<file path="config.mk">
export PLATFORM = sky130hd
export DESIGN_NAME = dqla_rt_sampler
export DESIGN_NICKNAME = d
export VERILOG_FILES = /design/src/rtl/dqla_rt_sampler.sv
export SDC_FILE = /design/constraint.sdc
export NUM_CORES = 2
export LEC_CHECK = 0
export CORE_MARGIN = 10
export CORE_UTILIZATION = 37
export CTS_CLUSTER_DIAMETER = 200
export DETAILED_ROUTE_END_ITERATION = 16
export PLACE_DENSITY = 0.5
export SYNTH_ARGS = -nofsm -noshare
export SYNTH_HDL_FRONTEND = slang
export SYNTH_SLANG_ARGS = --single-unit
</file>
<file path="constraint.sdc">
create_clock -name sysclk -period 6.78 [get_ports sysclk]
set_input_delay 1.017 -clock sysclk [delete_from_list [all_inputs] [get_ports sysclk]]
set_output_delay 1.017 -clock sysclk [all_outputs]
set_load 0.01 [all_outputs]
</file>
<file path="src/rtl/dqla_rt_sampler.sv">
// dqla_rt_sampler: captures a coherent snapshot of the dual-QLA read space
// (globals, motors, encoders) into a local buffer, stamped with the timestamp
// taken on the start edge. Optional macro: SAMPLE_DOUBLE_BUFFER_EN selects a
// front/back bank pair so host reads during a capture see the last full set.
//
// state | meaning
// IDLE  | bus released, waiting for sample_start
// ISSUE | one read address per cycle, words 1..N-1
// DRAIN | waiting RD_LAT cycles for the last read data to land
module dqla_rt_sampler #(
    parameter int NUM_MOTORS   = 8,
    parameter int NUM_ENCODERS = 8,
    parameter int RD_LAT       = 2
) (
    input  logic        sysclk,
    input  logic        rstn,
    input  logic        sample_start,
    input  logic [31:0] timestamp,
    input  logic [31:0] bus_rdata,
    output logic [15:0] bus_raddr,
    output logic        sample_busy,
    output logic [3:0]  sample_chan,
    output logic        sample_done,
    output logic        sample_valid,
    input  logic [5:0]  sample_raddr,
    output logic [31:0] sample_rdata
);

    localparam int         N          = 4 + 2 * NUM_MOTORS + 5 * NUM_ENCODERS;
    localparam logic [5:0] LAST_IDX   = 6'(N - 1);
    localparam logic [6:0] N_W        = 7'(N);
    localparam logic [3:0] MOT_LAST   = 4'(NUM_MOTORS);
    localparam logic [1:0] DRAIN_LOAD = 2'(RD_LAT - 1);

    typedef enum logic [1:0] {IDLE, ISSUE, DRAIN} state_t;

    state_t      state, state_nxt;
    logic [5:0]  idx, idx_nxt;
    logic [3:0]  chan, chan_nxt;
    logic [3:0]  dev, dev_nxt;
    logic [1:0]  drain_cnt, drain_nxt;
    logic        done_nxt, valid_nxt;
    logic        start_acc, issue_nxt;

    logic [RD_LAT-1:0] pipe_v;
    logic [5:0]        pipe_idx [RD_LAT];

    logic        wr_en;
    logic [5:0]  wr_idx;
    logic [31:0] wr_data;

    // FSM state, address walk counters and status flags
    always_ff @(posedge sysclk or negedge rstn) begin
        if (!rstn) begin
            state        <= IDLE;
            idx          <= '0;
            chan         <= '0;
            dev          <= '0;
            drain_cnt    <= '0;
            sample_done  <= 1'b0;
            sample_valid <= 1'b0;
        end else begin
            state        <= state_nxt;
            idx          <= idx_nxt;
            chan         <= chan_nxt;
            dev          <= dev_nxt;
            drain_cnt    <= drain_nxt;
            sample_done  <= done_nxt;
            sample_valid <= valid_nxt;
        end
    end

    // Next-state logic; the address walk follows the channel/device sequence
    // globals (0x0,0xA,0x5) -> motors (0x0,0xC) -> encoders (0x5..0x9)
    always_comb begin
        state_nxt = state;
        idx_nxt   = idx;
        chan_nxt  = chan;
        dev_nxt   = dev;
        drain_nxt = drain_cnt;
        done_nxt  = 1'b0;
        valid_nxt = sample_valid;
        start_acc = 1'b0;
        issue_nxt = 1'b0;
        case (state)
            IDLE: begin
                if (sample_start) begin
                    start_acc = 1'b1;
                    issue_nxt = 1'b1;
                    state_nxt = ISSUE;
                    idx_nxt   = 6'd1;
                    chan_nxt  = 4'd0;
                    dev_nxt   = 4'h0;
                end
            end
            ISSUE: begin
                if (idx == LAST_IDX) begin
                    state_nxt = DRAIN;
                    drain_nxt = DRAIN_LOAD;
                end else begin
                    issue_nxt = 1'b1;
                    idx_nxt   = idx + 6'd1;
                    if (chan == 4'd0) begin
                        case (dev)
                            4'h0:    dev_nxt = 4'hA;
                            4'hA:    dev_nxt = 4'h5;
                            default: begin
                                chan_nxt = 4'd1;
                                dev_nxt  = 4'h0;
                            end
                        endcase
                    end else if (dev == 4'h0) begin
                        dev_nxt = 4'hC;
                    end else if (dev == 4'hC) begin
                        if (chan == MOT_LAST) begin
                            chan_nxt = 4'd1;
                            dev_nxt  = 4'h5;
                        end else begin
                            chan_nxt = chan + 4'd1;
                            dev_nxt  = 4'h0;
                        end
                    end else if (dev == 4'h9) begin
                        chan_nxt = chan + 4'd1;
                        dev_nxt  = 4'h5;
                    end else begin
                        dev_nxt = dev + 4'd1;
                    end
                end
            end
            DRAIN: begin
                if (drain_cnt == 2'd0) begin
                    state_nxt = IDLE;
                    done_nxt  = 1'b1;
                    valid_nxt = 1'b1;
                end else begin
                    drain_nxt = drain_cnt - 2'd1;
                end
            end
            default: state_nxt = IDLE;
        endcase
    end

    // Bus drive: address only while issuing, released to zero otherwise
    always_comb begin
        sample_busy = (state != IDLE);
        bus_raddr   = (state == ISSUE) ? {8'h00, chan, dev} : 16'h0000;
        sample_chan = (state == ISSUE) ? chan : 4'd0;
    end

    // Write-index pipeline, loaded in step with the address it tags
    always_ff @(posedge sysclk or negedge rstn) begin
        if (!rstn) begin
            pipe_v <= '0;
            for (int i = 0; i < RD_LAT; i++) pipe_idx[i] <= '0;
        end else begin
            pipe_v[0]   <= issue_nxt;
            pipe_idx[0] <= idx_nxt;
            for (int i = 1; i < RD_LAT; i++) begin
                pipe_v[i]   <= pipe_v[i-1];
                pipe_idx[i] <= pipe_idx[i-1];
            end
        end
    end

    // Word 0 (timestamp) and bus data never collide: the previous capture
    // has fully drained before a new start can be accepted
    always_comb begin
        wr_en   = start_acc | pipe_v[RD_LAT-1];
        wr_idx  = start_acc ? 6'd0 : pipe_idx[RD_LAT-1];
        wr_data = start_acc ? timestamp : bus_rdata;
    end

`ifdef SAMPLE_DOUBLE_BUFFER_EN
    logic        front;
    logic [31:0] mem [128];
    logic [6:0]  wr_ptr, rd_ptr;

    // Banks swap on the edge the capture completes
    always_ff @(posedge sysclk or negedge rstn) begin
        if (!rstn) front <= 1'b0;
        else if (done_nxt) front <= ~front;
    end

    assign wr_ptr = {~front, wr_idx};
    assign rd_ptr = {front, sample_raddr};
`else
    logic [31:0] mem [64];
    logic [5:0]  wr_ptr, rd_ptr;

    assign wr_ptr = wr_idx;
    assign rd_ptr = sample_raddr;
`endif

    // Snapshot RAM write port (contents kept across reset, masked by valid)
    always_ff @(posedge sysclk) begin
        if (wr_en) mem[wr_ptr] <= wr_data;
    end

    // Registered host read, zero beyond the snapshot or before the first one
    always_ff @(posedge sysclk or negedge rstn) begin
        if (!rstn) sample_rdata <= '0;
        else if (sample_valid && ({1'b0, sample_raddr} < N_W)) sample_rdata <= mem[rd_ptr];
        else sample_rdata <= '0;
    end

endmodule

</file>
==> summary.txt <==
Power
  • VDD IR max: between 0.0003 and 0.0004 V
  • P_leak: 0.02849 uW
  • Internal power: 22350 uW
  • PD cells: 329.6 mW/mm^2
  • Logic pwr share: 10.8%
  • Sequential share of power: 51.6%
  • Sw frac: roughly 25%
  • Clock network fraction of total power: 37.6%
  • Sw Pwr: 7606 uW

Place
  • Post-DP HPWL: 136.8 mm
  • PortBufs: ~120
  • DP Cell Count: 6490
  • DP Worst Slack: 2.042 ns
  • Routability cong.: 0.7863

STA
  • Max-slew violations: 0
  • Hold WS: 0.08848 ns
  • Worst Max-Slew Pin Slew: about 1.3 ns
  • RSZ-0062 raised after global routing: no
  • Setup_tns: 0 ns
  • Tmin final: 3.950 ns
  • Worst setup margin: 2.830 ns
  • Rel. slew slack: 16.33%
  • Final setup viols: 0
  • Post-route clock skew: between 0.04 and 0.05 ns
  • Hold Fails Final Rpt: 0
  • Final Cycle Share: 58.26%
  • Fmax: 0.2532 GHz

Routing
  • DR WL/cell: 32.64 um
  • DR DRC count: 0
  • Final WL: 224.9 mm
  • TritonRoute pass-1 iters: 5
  • First DRT Iteration DRCs: 4574
  • Total number of vias: around 38k
  • Via-to-Cell Ratio: 5.527
  • DRT antenna net count: 0

Setup path
  • Crit-path cells: clkdlybuf4s50_1, nand2_2, and3_1, nand3_1, nor2_4, buf_4
  • Worst-path maximum fanout: 17
  • Critical Path End Type: flip-flop
  • CP max stage delay: 0.88 ns
  • R2R depth: 6
  • Worst R2R Setup Slack: 2.93 ns
  • Critical path data required time: 7.28 ns
  • Setup CP Type: in2reg
  • CP max-delay cell: nor2_4
  • Crit start category: input port
  • Crit path buffers/inverters: 2
  • R2r endpoint: mem[15][15]
  • Crit path max-delay family: simple AND/OR/NAND/NOR gates
  • Worst path arrival time: 4.45 ns
  • Crit Reg-Reg Startpoint: state[0]

Layout
  • # fillers: 18.33k
  • Layout Area Growth over Synthesis: 15.34%
  • Final Core Density: 42.89%
  • Multi-input gate area: 0.01686 sq mm
  • Layout Cells excl Fill: 6891
  • Nets: 3958
  • Layout cells sized above 1: 26.25%
  • Register area: between 0.06 and 0.07 sq mm

Clocking
  • # H-tree levels: 4
  • Clock sinks: between 2k and 2.5k
  • Hold-fix buffers at CTS: 0
  • Bufs on Longest Clock Path: 3
  • Post-cts sizing count: 0
  • CTS root buf: clkbuf_16
  • CTS buffer count: 210
  • CTS clk-pin slew, worst paths: 0.06 ns
  • TritonCTS clock tree: built
  • Setup bufs post-CTS: 0
  • Clk_lat worst skew: 0.87 ns

Yosys
  • Post-Syn Area: between 0.07 and 0.08 sq mm
  • Synth unique cells: 63
  • Synth Flop Type: edfxtp_1
  • Ranking of synthesized cells by area: edfxtp_1 (76%), mux4_2 (13%), dfrtp_1 (1.9%)
  • EDFF count, synth: around 2k
  • Asr flop ratio synth: 2.924%
  • Avg Cell Area, Syn: 21.82 sq um
  • Flop and latch count out of synthesis: 2052
  • Post-Synthesis Cells: 3610
  • Yosys warnings: 0
  • Post-synth top area share: 75.93%
  • Register area share after synthesis: between 70% and 80%
  • Post-synth top area cell: edfxtp_1

Global routing
  • Vias in the first global route: 38.16k
  • GRT Total Usage: 19.16%
  • Pin count of the biggest net entering global routing: 65
  • First-pass GRT wire length: between 300 and 400 mm
  • Antenna violations before repair: 12
  • Gr ovfl total: 0

Die
  • Ports: 128
  • Die footprint: 0.2318 sq mm
  • CORE AREA: around 0.21 sq mm
  • Rows: 169
  • Die Height: a little under 500 um
  • Starting Density: 37.18%
  • Die width: 481.4 um

Job
  • Max capacitance violation total: 0

Hold path
  • Worst Hold Class: in2async

Status
  • Status: finished, final reports clean
-- cell usage after synthesis (30+ instances only) --
cell type  number
edfxtp_1     1992
mux4_2        467
nor2_1        151
nand2_1       141
mux2i_1       102
buf_2          62
dfrtp_1        60
clkbuf_1       58
o22ai_1        54
buf_4          53
o221ai_1       53
mux2_2         42
a21oi_1        38
o21ai_0        30
-- power by group through the flow --
stage	Sequential [uW]	Clock, uW	Combinational, uW
floorplan	15600	0	1760
CTS	15500	11500	3310
global placement	15700	0	3280
detailed placement	15700	0	3310
finish	15500	11300	3240
global route	15500	12000	3440
-- logic make-up after synthesis --
| kind of cell | after synthesis | share of synthesized area [%] |
|---|---|---|
| XOR/XNOR | 4 | 0.04446 |
| AO/OA/AOI/OAI | 321 | 2.948 |
| other | 1 | 0.004760 |
| buffers and inverters | 219 | 1.641 |
| multiplexers | 611 | 15.25 |
| flip-flops | 2052 | 77.83 |
| adder cells (fa/ha/maj) | 4 | 0.06353 |
| AND/OR/NAND/NOR | 398 | 2.220 |
-- how the worst max path moves through the flow --
stage / start / endpoint / cells past startpoint
floorplan: sample_start / mem[48][0] / 5
global placement: sample_start / mem[37][29] / 7
detailed placement: sample_start / mem[15][16] / 6
CTS: sample_start / mem[15][15] / 6
global route: sample_start / mem[18][24] / 7
finish: sample_start / mem[15][15] / 6
-- registers in the layout (all words and copies together) (netlist names) --
name / count
drain_cnt: 2
sample_done: 1
chan: 4
dev: 4
state: 2
sample_valid: 1
mem: 1992
pipe_idx: 12
sample_rdata: 32
pipe_v: 2
-- layer usage --
| metal | GRT usage [%] | up-vias | part of all wire [%] |
|---|---|---|---|
| met2 | 31.26 | 1344 | 49 |
| met5 | 0 | - | 0.011 |
| met1 | 27.06 | 20760 | 43 |
| li1 | - | 15750 | - |
| met3 | 3.462 | 231 | 6.4 |
| met4 | 3.914 | 4 | 1.8 |
-- through the flow --
| step | total power (uW) | instance area, sq um |
|---|---|---|
| finish | 29960 | 90870 |
| CTS | 30280 | 90860 |
| floorplan | 17350 | 78810 |
| detailed placement | 19040 | 84160 |
| global placement | 19000 | 84160 |
| global route | 30960 | 90860 |
-- cell usage in the layout (no fill, tap or decap), types with 7 or more instances in the layout --
master | synthesis | final
edfxtp_1 | 1992 | 1992
mux4_2 | 467 | 467
clkbuf_16 | 0 | 211
buf_4 | 53 | 128
clkdlybuf4s50_1 | 0 | 113
nand2_1 | 141 | 108
mux2i_1 | 102 | 102
nor2_1 | 151 | 87
dfrtp_1 | 60 | 60
nor2_4 | 0 | 59
o22ai_1 | 54 | 54
o221ai_1 | 53 | 53
clkinv_2 | 0 | 52
clkbuf_1 | 58 | 49
clkinv_1 | 0 | 45
mux2_2 | 42 | 42
a21oi_1 | 38 | 38
o21ai_0 | 30 | 30
a211oi_1 | 28 | 28
a221oi_1 | 26 | 26
nand3_1 | 23 | 23
a22oi_1 | 23 | 23
nor2b_1 | 23 | 20
nand2_4 | 0 | 19
a22o_1 | 15 | 15
o21bai_1 | 15 | 15
nand2_2 | 0 | 14
buf_12 | 1 | 13
inv_1 | 12 | 12
o41ai_1 | 11 | 11
bufinv_16 | 0 | 11
nand2b_1 | 10 | 10
nor3_1 | 12 | 10
and2_1 | 8 | 8
conb_1 | 1 | 8
clkbuf_8 | 0 | 7
-- cell type report --
cell class	count	area share, %
clock buffers	267	6.119
flip-flops and latches	2052	67.48
multi-input cells	1346	18.56
diodes	6	0.01652
repair buffers	258	2.644
inverters	13	0.05370
well taps	2821	3.884
clock inverters	128	1.246
No activity file was read; power rests on OpenSTA's default activity.
